**config.mk**
```make
export PLATFORM = sky130hd
export DESIGN_NAME = base_evt_drain
export DESIGN_NICKNAME = d
export VERILOG_FILES = /design/src/rtl/base_evt_drain_pkg.sv /design/src/rtl/base_evt_drain_rr_pick.sv /design/src/rtl/base_evt_drain.sv
export SDC_FILE = /design/constraint.sdc
export NUM_CORES = 1
export LEC_CHECK = 0
export ABC_AREA = 1
export BUFFER_PORTS_ARGS = -buffer_cell sky130_fd_sc_hd__buf_2
export CAP_MARGIN = 20
export CORE_MARGIN = 2
export CORE_UTILIZATION = 35
export DETAILED_ROUTE_END_ITERATION = 8
export SETUP_SLACK_MARGIN = 0.15
export SLEW_MARGIN = 15
export SYNTH_ARGS = -nofsm -noshare
export SYNTH_HDL_FRONTEND = slang
export SYNTH_SLANG_ARGS = --single-unit
```
**constraint.sdc**
```tcl
create_clock -name clk -period 5.97 [get_ports clk]
set_clock_uncertainty 0.15 [all_clocks]
set_input_delay 0.597 -clock clk [delete_from_list [all_inputs] [get_ports clk]]
set_output_delay 0.597 -clock clk [all_outputs]
set_load 0.03 [all_outputs]
```
**src/rtl/base_evt_drain_pkg.sv**
```systemverilog
// Shared types for the event-drain slice: output state machine encoding.
package base_evt_drain_pkg;
  typedef enum logic {ST_IDLE = 1'b0, ST_PRESENT = 1'b1} drain_st_t;
endpackage

```
**src/rtl/base_evt_drain_rr_pick.sv**
```systemverilog
// Round-robin picker: first set request at or after ptr, wrapping width-1 -> 0.
module base_rr_pick #(
  parameter int width = 8,
  parameter int tagw  = 3
) (
  input  logic [0:width-1] req,
  input  logic [0:tagw-1]  ptr,
  output logic             any,
  output logic [0:tagw-1]  idx
);

  function automatic logic [0:tagw-1] wrap_add(input logic [0:tagw-1] p, input int k);
    int s;
    s = int'(p) + k;
    if (s >= width) s = s - width;
    return tagw'(s);
  endfunction

  logic [0:tagw-1] j;

  // Scan from the farthest offset down so the nearest hit to ptr wins.
  always_comb begin
    any = 1'b0;
    idx = '0;
    j   = '0;
    for (int k = width - 1; k >= 0; k--) begin
      j = wrap_add(ptr, k);
      if (req[j]) begin
        any = 1'b1;
        idx = j;
      end
    end
  end

endmodule

```
**src/rtl/base_evt_drain.sv**
```systemverilog
// Sticky event vector drain: serializes pending event bits as round-robin tags.
// Optional overflow tracking of coalesced events under BASE_EVT_DRAIN_OVF_EN.
module base_evt_drain
  import base_evt_drain_pkg::*;
#(
  parameter int width = 8,
  parameter int tagw  = 3
) (
  input  logic             clk,
  input  logic             reset,
  input  logic [0:width-1] set,
  output logic             o_v,
  input  logic             o_r,
  output logic [0:tagw-1]  o_tag,
  output logic [0:width-1] pending
`ifdef BASE_EVT_DRAIN_OVF_EN
  ,
  output logic [0:width-1] o_ovf,
  output logic             o_tag_ovf
`endif
);

  drain_st_t        st;
  logic             hs;
  logic [0:width-1] clr;
  logic [0:width-1] cand;
  logic [0:tagw-1]  ptr;
  logic [0:tagw-1]  ptr_nxt;
  logic             pick_any;
  logic [0:tagw-1]  pick_idx;

  assign hs = o_v & o_r;

  always_comb begin
    clr = '0;
    for (int i = 0; i < width; i++)
      clr[i] = hs && (o_tag == tagw'(i));
  end

  // Bits pulsed this cycle are not candidates until they land in pending.
  assign cand = pending & ~clr;

  always_comb begin
    ptr_nxt = ptr;
    if (hs)
      ptr_nxt = (o_tag == tagw'(width - 1)) ? '0 : o_tag + tagw'(1);
  end

  base_rr_pick #(.width(width), .tagw(tagw)) u_pick (
    .req (cand),
    .ptr (ptr_nxt),
    .any (pick_any),
    .idx (pick_idx)
  );

  always_ff @(posedge clk or posedge reset) begin
    if (reset) begin
      st      <= ST_IDLE;
      o_v     <= 1'b0;
      o_tag   <= '0;
      ptr     <= '0;
      pending <= '0;
    end else begin
      pending <= set | cand;
      ptr     <= ptr_nxt;
      case (st)
        ST_IDLE: begin
          if (pick_any) begin
            st    <= ST_PRESENT;
            o_v   <= 1'b1;
            o_tag <= pick_idx;
          end
        end
        ST_PRESENT: begin
          if (o_r) begin
            if (pick_any) begin
              o_tag <= pick_idx;
            end else begin
              st  <= ST_IDLE;
              o_v <= 1'b0;
            end
          end
        end
        default: begin
          st  <= ST_IDLE;
          o_v <= 1'b0;
        end
      endcase
    end
  end

`ifdef BASE_EVT_DRAIN_OVF_EN
  // A pulse landing on a bit that is already pending and not being drained is a lost event.
  always_ff @(posedge clk or posedge reset) begin
    if (reset) o_ovf <= '0;
    else       o_ovf <= (set & cand) | (o_ovf & ~clr);
  end

  assign o_tag_ovf = o_v & o_ovf[o_tag];
`endif

endmodule
```
==> impl_metrics.csv <==
group,metric,value,unit
outcome,status,"finished, final reports clean",
timing,rsz0062_at_grt,"no",
cts,cts_tree,"built",
placement,dp_hpwl,2909,um
logic_synthesis,synth_fp_nets,254,
timing,period_share,0.5285,
logic_synthesis,syn-cell-area,0.001474,mm^2
critical_path,slowest_delay,530,ps
placement,io_buffers,22,
die,die_y,68.90,um
logic_synthesis,synth_top_area_share,0.2716,
critical_path,rrSetupSlack,2830,ps
critical_path,crit_path_end_kind,"register",
die,die_w,68.90,um
cts,clockBufferDepth,2,
logic_synthesis,synth_cell_types,22,
finish,nets,279,
die,ios,23,
cts,cts_root_buf,"clkbuf_8",
timing,finalSetupViolations,0,
drt,vias,1464,
drt,first_pass_iters,4,
critical_path,start_kind,"input pin",
logic_synthesis,synth.top_cells.by_area,"dfrtp_1 27%, nand2_1 20%, nand3_1 12%",
drt,via_per_inst,4.738,
global_routing,grt_pass1_wl,6003,um
critical_path,cp_max_fo,14,
global_routing,antenna_found_initial,0,
die,coreArea,0.004029,mm^2
critical_path,rr_startpoint,"o_tag[2]",
global_routing,grt_max_degree,17,
min_path,min_path_type,"input pin to asynchronous set/reset pin",
logic_synthesis,synth_warnings,0,
critical_path,reg2reg_to,"o_tag[1]",
timing,max_freq,0.3169,GHz
finish,final_cell_mix,"77 x nand2_1, 35 x nand3_1, 31 x inv_1",
timing,tightest_slew,653.9,ps
timing,period_needed,3155,ps
cts,worstSkewPairLatency,250,ps
die,start_util,0.3658,
finish,n_fill_cell,444,
logic_synthesis,avgSynthCellArea,6.272,um^2
finish,area_growth,13.92,%
timing,slew_headroom,0.5640,
drt,wirelength,3488,um
critical_path,critPathSlowestCell,"o21ai_2",
drt,drtIter0Drc,102,
logic_synthesis,synth_area_leader_cell,"dfrtp_1",
timing,finalSetupTns,0,ps
drt,drc_errors,0,
finish,final_util,0.4168,
timing,finalHoldViolations,0,
run,drv_cap,0,
finish,multi_input_area,908.4,um^2
global_routing,grt_pass1_vias,1312,
finish,diodes,0,
cts,cts_setup_buffers,0,
global_routing,gr-total-overflow,0,
cts,clock-sinks,16,
logic_synthesis,ys_seq_area_frac,0.2716,
cts,cts_buffers,3,
critical_path,crit_buf_inv,4,
die,dieArea,0.004747,mm^2
pwr,power_leakage,0.9046,nW
critical_path,worstPathCellList,"buf_2 -> nand2_2 -> inv_2 -> o21ai_2 -> inv_1 -> ha_1 -> inv_1 -> nand3_1 -> nand3_1 -> nand2_2 -> nor2_1 -> nand4_2 -> o21ai_2 -> a21oi_1 -> nand2_1 -> nand2_1",
die,rows,23,
cts,clk_pin_slew,70,ps
timing,slew_viol_final,0,
pwr,ir_worst_vdd,0.0001333,V
finish,mostFrequentLayoutCell,"nand2_1",
global_routing,grtUsageTotal,0.1723,
cts,ctsResizeCount,0,
critical_path,worstPathRequired,5960,ps
critical_path,cp.arrival,3150,ps
critical_path,reg2regPathDepth,18,
cts,htreeDepth,1,
logic_synthesis,synth-seq-cells,16,
pwr,power-per-cell-area,130.3,mW/mm^2
placement,gp_congestion,0.9062,
finish,drive_above_1_share,0.2085,
logic_synthesis,netlist_instances,235,
drt,ant_nets,0,
finish,ff_latch_area,400.4,um^2
critical_path,critPathTopFamily,"simple AND/OR/NAND/NOR gates",
cts,hold_buffers,0,
critical_path,worstSetupPathType,"input pin to register",
drt,wl_per_cell,11.29,um
sequential cells by signal (all words and copies together) (netlist names):
register / flops
pending: 8
ptr: 3
o_v: 1
o_tag: 3
st: 1
power breakdown:
group / total [W] / switching [W] / internal (W)
combinational: 0.0000117 / 0.00000723 / 0.00000448
sequential: 0.000110 / 0.00000104 / 0.000109
clock: 0.0000971 / 0.0000385 / 0.0000586
total: 0.000219 / 0.0000468 / 0.000172
worst max path at each step:
stage	startpoint	end	slack (ps)	cells after the start
after floorplan	o_tag[2]	o_tag[2]	3020	19
after global placement	o_r	o_tag[1]	2700	16
after detailed placement	o_r	o_tag[1]	2590	16
after CTS	o_tag[2]	o_tag[1]	2840	18
after global routing	o_tag[2]	o_tag[2]	2510	17
final	o_r	o_tag[1]	2810	16
logic make-up after synthesis:
logic type / share of synthesized area
xor gates and xnor gates: 0.02377
DFF: 0.2716
AOI/OAI and AO/OA: 0.07725
buffers and inverters: 0.1120
adders and majority gates: 0.06791
and+or+nand+nor: 0.4474
worst reg2reg max path, delay by kind of cell, from the launching register on:
family                     cells  cell delay, ps
AOI/OAI and AO/OA              3             480
adders and majority gates      3             790
buffers and inverters          3             240
DFF                            1             480
and+or+nand+nor                9             910
synthesized netlist by cell type:
library cell / count
dfrtp_1: 16
nand2_1: 77
ha_1: 8
xor2_1: 3
xnor2_1: 1
nand3_1: 35
o21ai_4: 1
or2_2: 6
a21oi_1: 12
o21ai_2: 2
nand2_2: 9
nand4_1: 1
inv_1: 31
nand4_2: 1
nor2_1: 16
clkinv_1: 1
nor2_2: 2
o21ai_1: 3
buf_6: 2
nand3_2: 1
o21ai_0: 1
inv_2: 6
cell type report:
class,count,share of cell area
sequential,16,0.2385
multi-input combinational,179,0.5410
inverter,38,0.08495
tap,50,0.03726
clock buffer,4,0.03279
timing repair buffer,22,0.06557
stage by stage:
| step | area, um^2 | setup slack (ps) | total power [W] | instances | hold WS, ps |
|---|---|---|---|---|---|
| floorplan | 1474 | 3015 | 0.0001182 | 235 | 268.1 |
| global placement | 1624 | 2696 | 0.0001239 | 305 | 279.5 |
| detailed placement | 1624 | 2590 | 0.0001240 | 305 | 294.5 |
| CTS | 1679 | 2844 | 0.0002215 | 309 | 288.6 |
| global route | 1679 | 2509 | 0.0002301 | 309 | 313.2 |
| finish | 1679 | 2815 | 0.0002187 | 309 | 247.9 |
routing by layer:
| metal | part of all wire | routed length (um) | track usage |
|---|---|---|---|
| met4 | 0.012 | 42 | 0.04657 |
| met5 | 0 | 0 | 0 |
| met2 | 0.46 | 1609 | 0.2752 |
| met1 | 0.46 | 1604 | 0.2363 |
| met3 | 0.066 | 231 | 0.03409 |
(Power assumes the default switching activity.)
